File: config.mk
export PLATFORM = sky130hd
export DESIGN_NAME = write_merge_buf
export DESIGN_NICKNAME = d
export VERILOG_FILES = /design/src/rtl/write_merge_buf.sv
export SDC_FILE = /design/constraint.sdc
export NUM_CORES = 1
export LEC_CHECK = 0
export ABC_CLOCK_PERIOD_IN_PS = 13940
export CAP_MARGIN = 40
export CORE_ASPECT_RATIO = 0.75
export CORE_UTILIZATION = 45
export DETAILED_ROUTE_END_ITERATION = 8
export PLACE_DENSITY = 0.66
export SETUP_SLACK_MARGIN = 0.15
export SLEW_MARGIN = 20
export SYNTH_ARGS = -nofsm -noshare
export SYNTH_HDL_FRONTEND = slang
export SYNTH_SLANG_ARGS = --single-unit
File: constraint.sdc
create_clock -name clk -period 13.94 [get_ports clk]
set_input_delay 4.182 -clock clk [delete_from_list [all_inputs] [get_ports clk]]
set_output_delay 4.182 -clock clk [all_outputs]
set_load 0.01 [all_outputs]
File: src/rtl/write_merge_buf.sv
// Store write-merge buffer: gathers CPU stores into 16-byte lines and issues them one at a time.
// Optional idle-timeout eviction of the merge line is built when WBUF_TIMEOUT_EN is defined.
module write_merge_buf #(
   parameter int DEPTH = 4,
   parameter int TMO   = 15
) (
   input  logic         clk,
   input  logic         rst,
   input  logic         st_valid_i,
   output logic         st_ready_o,
   input  logic [31:0]  st_addr_i,
   input  logic [31:0]  st_wdata_i,
   input  logic [3:0]   st_strb_i,
   input  logic         flush_i,
   output logic         flush_done_o,
   output logic         wstart_rq_o,
   output logic [31:0]  win_addr_o,
   output logic [127:0] in_wdata_o,
   output logic [15:0]  in_mask_o,
   input  logic         finish_wresp_i,
   output logic         busy_o
);

   localparam int AW = $clog2(DEPTH);
   localparam logic [AW:0] FULL_CNT = (AW+1)'(DEPTH);

   typedef enum logic [1:0] {IDLE, REQ, WAIT} state_t;

   logic         mergeValid_q, mergeValid_d;
   logic [27:0]  mergeTag_q, mergeTag_d;
   logic [127:0] mergeData_q, mergeData_d;
   logic [15:0]  mergeMask_q, mergeMask_d;

   logic [27:0]  fifoTag  [DEPTH];
   logic [127:0] fifoData [DEPTH];
   logic [15:0]  fifoMask [DEPTH];
   logic [AW-1:0] wrPtr_q, rdPtr_q;
   logic [AW:0]   fifoCount_q;

   state_t       state_q;
   logic         wstart_q;
   logic [31:0]  outAddr_q;
   logic [127:0] outData_q;
   logic [15:0]  outMask_q;
   logic         flushPend_q;

   logic fifoFull, tagHit, storeAcc, storeWr, missPush, linePush, tmoPush;
   logic pushEn, popEn, flushDone;
   logic unused_addrBits;

   assign unused_addrBits = ^st_addr_i[1:0];

   assign fifoFull  = (fifoCount_q == FULL_CNT);
   assign tagHit    = mergeValid_q && (mergeTag_q == st_addr_i[31:4]);
   assign st_ready_o = !flushPend_q && !(mergeValid_q && !tagHit && fifoFull);
   assign storeAcc  = st_valid_i && st_ready_o;
   assign storeWr   = storeAcc && (st_strb_i != 4'h0);
   assign missPush  = storeWr && mergeValid_q && !tagHit;
   assign linePush  = mergeValid_q && !fifoFull && (flushPend_q || tmoPush);
   assign pushEn    = missPush || linePush;
   assign popEn     = (state_q == WAIT) && finish_wresp_i;
   assign flushDone = flushPend_q && !mergeValid_q && (fifoCount_q == '0) && (state_q == IDLE);

   assign flush_done_o = flushDone;
   assign busy_o       = mergeValid_q || (fifoCount_q != '0) || (state_q != IDLE);
   assign wstart_rq_o  = wstart_q;
   assign win_addr_o   = outAddr_q;
   assign in_wdata_o   = outData_q;
   assign in_mask_o    = outMask_q;

`ifdef WBUF_TIMEOUT_EN
   logic [7:0] tmoCnt_q;

   // Evict the merge line on its TMO-th consecutive idle cycle.
   assign tmoPush = mergeValid_q && !fifoFull && !storeWr && (tmoCnt_q == 8'(TMO - 1));

   always_ff @(posedge clk or posedge rst) begin
      if (rst)
         tmoCnt_q <= '0;
      else if (storeWr || tmoPush || !mergeValid_q)
         tmoCnt_q <= '0;
      else if (tmoCnt_q != 8'(TMO - 1))
         tmoCnt_q <= tmoCnt_q + 8'd1;
   end
`else
   logic unused_tmo;
   assign unused_tmo = (TMO > 0);
   assign tmoPush    = 1'b0;
`endif

   // A miss reloads the line from scratch; a hit overlays only the enabled bytes.
   always_comb begin
      mergeValid_d = mergeValid_q;
      mergeTag_d   = mergeTag_q;
      mergeData_d  = mergeData_q;
      mergeMask_d  = mergeMask_q;
      if (linePush)
         mergeValid_d = 1'b0;
      if (storeWr) begin
         if (!tagHit) begin
            mergeValid_d = 1'b1;
            mergeTag_d   = st_addr_i[31:4];
            mergeData_d  = '0;
            mergeMask_d  = '0;
         end
         for (int i = 0; i < 16; i++) begin
            if ((i / 4) == int'(st_addr_i[3:2]) && st_strb_i[i % 4]) begin
               mergeData_d[8*i +: 8] = st_wdata_i[8*(i % 4) +: 8];
               mergeMask_d[i]        = 1'b1;
            end
         end
      end
   end

   always_ff @(posedge clk or posedge rst) begin
      if (rst) begin
         mergeValid_q <= 1'b0;
         mergeTag_q   <= '0;
         mergeData_q  <= '0;
         mergeMask_q  <= '0;
      end else begin
         mergeValid_q <= mergeValid_d;
         mergeTag_q   <= mergeTag_d;
         mergeData_q  <= mergeData_d;
         mergeMask_q  <= mergeMask_d;
      end
   end

   always_ff @(posedge clk) begin
      if (pushEn) begin
         fifoTag[wrPtr_q]  <= mergeTag_q;
         fifoData[wrPtr_q] <= mergeData_q;
         fifoMask[wrPtr_q] <= mergeMask_q;
      end
   end

   always_ff @(posedge clk or posedge rst) begin
      if (rst) begin
         wrPtr_q     <= '0;
         rdPtr_q     <= '0;
         fifoCount_q <= '0;
      end else begin
         if (pushEn)
            wrPtr_q <= wrPtr_q + AW'(1);
         if (popEn)
            rdPtr_q <= rdPtr_q + AW'(1);
         if (pushEn && !popEn)
            fifoCount_q <= fifoCount_q + (AW+1)'(1);
         else if (popEn && !pushEn)
            fifoCount_q <= fifoCount_q - (AW+1)'(1);
      end
   end

   always_ff @(posedge clk or posedge rst) begin
      if (rst)
         flushPend_q <= 1'b0;
      else if (flushDone)
         flushPend_q <= 1'b0;
      else if (flush_i)
         flushPend_q <= 1'b1;
   end

   // Head entry is captured on leaving IDLE so the write channel sees it stable until the response.
   always_ff @(posedge clk or posedge rst) begin
      if (rst) begin
         state_q   <= IDLE;
         wstart_q  <= 1'b0;
         outAddr_q <= '0;
         outData_q <= '0;
         outMask_q <= '0;
      end else begin
         case (state_q)
            IDLE: begin
               if (fifoCount_q != '0) begin
                  state_q   <= REQ;
                  wstart_q  <= 1'b1;
                  outAddr_q <= {fifoTag[rdPtr_q], 4'h0};
                  outData_q <= fifoData[rdPtr_q];
                  outMask_q <= fifoMask[rdPtr_q];
               end
            end
            REQ: begin
               state_q  <= WAIT;
               wstart_q <= 1'b0;
            end
            WAIT: begin
               if (finish_wresp_i)
                  state_q <= IDLE;
            end
            default: begin
               state_q  <= IDLE;
               wstart_q <= 1'b0;
            end
         endcase
      end
   end

endmodule

==> results.sh <==
export IMPL_outcome="finished, final reports clean"
export IMPL_post_cts_buffers=0
export IMPL_vias=22100
export IMPL_yosys_warnings=0
export IMPL_worst_path_largest_cell_delay_ps=550
export IMPL_grt_usage=0.218
export IMPL_ant_nets=0
export IMPL_multiInputGateArea_sq_um=10700
export IMPL_rsz0062_at_grt="false"
export IMPL_synth_area_per_cell_sq_um=17.9
export IMPL_grt_first_pass_wirelength_mm=150
export IMPL_leakagePower_nw=17.8
export IMPL_r2r_cells=8
export IMPL_drt_vias_per_instance=5.75
export IMPL_place_area_sq_um=45100
export IMPL_cts_tree="done"
export IMPL_finalMaxSlewViolations=0
export IMPL_path_class="primary input to output pin"
export IMPL_cp_max_fo=2
export IMPL_clock_skew_ps=39.7
export IMPL_drive_gt1_frac=0.233
export IMPL_cts_buffer_depth=3
export IMPL_p_per_area_nw_per_um2=223
export IMPL_min_period_ps=10880
export IMPL_cts_hold_buf=0
export IMPL_fillers=7024
export IMPL_cp_slowest_cell="xnor2_1"
export IMPL_drc=0
export IMPL_synth_cells=2300
export IMPL_crit_start="st_addr_i[25]"
export IMPL_seqCellArea_sq_um=29600
export IMPL_nNetsFinal=2619
export IMPL_post_cts_resized=0
export IMPL_portBuffers=246
export IMPL_hold_class="register to register"
export IMPL_ys_async_sr_fraction=0.341
export IMPL_path_cells="clkdlybuf4s50_1 -> xnor2_1 -> nand4_1 -> nor4_4 -> nand2_1 -> a21oi_1 -> clkdlybuf4s50_1"
export IMPL_cts_clk_slew_worst_paths_ps=60
export IMPL_die_area_sq_um=92700
export IMPL_wl_per_cell_microns=26.0
export IMPL_synthFlopType="edfxtp_1"
export IMPL_power_w=0.0109
export IMPL_max_freq_mhz=91.9
export IMPL_grt_antenna_before_repair=9
export IMPL_cts_root_buf="clkbuf_16"
export IMPL_firstDrtPassIters=5
export IMPL_tns_ps=0
export IMPL_peakVddDrop_mv=0.160
export IMPL_io_pins=253
export IMPL_min_from="wstart_rq_o$_DFFE_PP0P_"
export IMPL_hold_path_end="wstart_rq_o$_DFFE_PP0P_"
export IMPL_grt_pass1_vias=22500
export IMPL_worstMarginPinSlew_ps=1180
export IMPL_yosysUniqueCellTypes=45
export IMPL_start_util=0.457
export IMPL_htreeDepth=3
export IMPL_syn_area_sq_um=41200
export IMPL_timing_rr_end="fifoMask[0][13]$_DFFE_PP_"
export IMPL_synth_edf_count=688
export IMPL_setup_viol=0
export IMPL_hold_viol_final=0
export IMPL_clock_latency_ps=700
export IMPL_ys_ff_latch=1044
export IMPL_crit_buf_inv=2
export IMPL_crit_arrival_ps=6700
export IMPL_core_sq_um=90100
export IMPL_crit_path_frequent_cell="clkdlybuf4s50_1"
export IMPL_routed_wl_mm=99.9
export IMPL_r2r_slack_ps=9630
export IMPL_cp_required_ps=9760
export IMPL_slew_headroom=0.211
export IMPL_syn_to_final_growth_pct=18.4
export IMPL_gp_congestion=0.772
export IMPL_grt_start_max_net_pins=158
export IMPL_fin_crit_sh=0.780
export IMPL_die_h_microns=264
export IMPL_holdPathStages=1
export IMPL_synth_seq_area_share=0.718
export IMPL_worst_hold_slack_ps=488
export IMPL_cts_sinks=1044
export IMPL_end_kind="output pin"
export IMPL_cp_start_kind="primary input"
export IMPL_cap_violations=0
export IMPL_dp_hpwl_mm=59.4
export IMPL_chipWidth_microns=351
export IMPL_crit_family="buffers and inverters"
export IMPL_cts_buffers=100
export IMPL_drt_iter0_drc=2018
export IMPL_final_area_sq_um=48700
export IMPL_num_rows=95
export IMPL_reg2reg_from="mergeTag_q[21]$_DFFE_PP0P_"
export IMPL_grt_overflow_total=0
==> routing by layer <==
metal,share of wire,GRT usage
met1,0.42,0.311
met2,0.49,0.348
met3,0.071,0.0337
met4,0.024,0.0640
met5,0,0
==> metrics by stage <==
stage | utilization | worst slack [ps] | cells
floorplan | - | 4230 | 2303
global placement | 0.497 | 3020 | 3634
detailed placement | 0.501 | 3120 | 3647
CTS | 0.540 | 3100 | 3837
global route | 0.541 | 3060 | 3841
finish | 0.541 | 3060 | 3844
==> synth_stat cells (all sizes together) (2+ instances only) <==
| library cell | number | area share |
|---|---|---|
| edfxtp | 688 | 0.50 |
| buf | 112 | 0.015 |
| nor3b | 2 | 0.00036 |
| mux4 | 172 | 0.094 |
| xnor2 | 32 | 0.0068 |
| nor2b | 4 | 0.00061 |
| xor2 | 2 | 0.00043 |
| dfrtp | 356 | 0.22 |
| nor2 | 151 | 0.014 |
| nor4 | 2 | 0.00067 |
| mux2 | 202 | 0.055 |
| nor4bb | 2 | 0.00049 |
| o21ai | 16 | 0.0019 |
| nand2 | 146 | 0.013 |
| a32oi | 144 | 0.031 |
| inv | 56 | 0.0051 |
| ha | 5 | 0.0015 |
| nand4 | 7 | 0.0011 |
| mux2i | 129 | 0.031 |
| and2 | 4 | 0.00061 |
| clkbuf | 51 | 0.0046 |
| a31oi | 2 | 0.00082 |
==> area by class of cell <==
cell class / count / share of cell area
sequential: 1044 / 0.607
multi-input combinational: 1040 / 0.219
timing repair buffer: 298 / 0.0654
clock buffer: 133 / 0.0583
tap: 1212 / 0.0311
clock inverter: 57 / 0.0144
inverter: 56 / 0.00449
antenna: 4 / 0.000205
==> flip-flops by register name (all words and copies together), names as in the netlist <==
register,count
mergeData_q,128
in_wdata_o,128
fifoData,512
fifoMask,64
mergeTag_q,28
wstart_rq_o,1
mergeValid_q,1
fifoCount_q,3
in_mask_o,16
win_addr_o,28
mergeMask_q,16
rdPtr_q,2
flushPend_q,1
fifoTag,112
state_q,2
wrPtr_q,2
==> worst max-delay path by stage <==
stage	to	slack [ps]	cells after the start
6_report	st_ready_o	3060	7
5_1_grt	st_ready_o	3060	7
4_1_cts	st_ready_o	3100	7
3_5_place_dp	st_ready_o	3120	7
3_3_place_gp	st_ready_o	3020	8
2_1_floorplan	st_ready_o	4230	7
==> layout by cell type, fill, tap and decap left out, types with 2 or more instances in the layout <==
cell type,count
buf_4,31
clkinvlp_4,8
inv_1,54
nor2_1,150
nand4_1,7
edfxtp_1,688
ha_1,5
clkbuf_8,11
dfrtp_1,353
mux2i_1,129
conb_1,4
clkinv_2,23
mux4_2,172
bufinv_16,13
buf_12,9
o21ai_0,16
inv_16,2
a32oi_2,10
clkinv_1,6
clkbuf_1,17
nand2_1,146
buf_16,11
mux2_2,197
nor4bb_1,2
a32oi_1,134
xor2_1,2
mux2_1,5
and2_4,4
clkdlybuf4s50_1,246
diode_2,4
clkbuf_16,105
dfrtp_4,3
inv_6,3
xnor2_1,32
nor2b_1,4
==> report_power, final <==
group	internal, W	switching, W	total (W)
clock	0.00169	0.00120	0.00289
combinational	0.00164	0.00140	0.00304
sequential	0.00427	0.000647	0.00492
total	0.00760	0.00325	0.0109
==> kinds of logic (layout without fill, tap and decap cells) <==
kind of cell / count (synthesis) / after routing / synth area share
other: 1 / 8 / 0.0000911
xor gates and xnor gates: 34 / 34 / 0.00723
adders and majority gates: 6 / 6 / 0.00201
muxes: 503 / 503 / 0.181
and+or+nand+nor: 326 / 326 / 0.0325
AOI/OAI and AO/OA: 167 / 167 / 0.0344
buffers and inverters: 219 / 544 / 0.0250
DFF: 1044 / 1044 / 0.718
(Power assumes the default switching activity.)
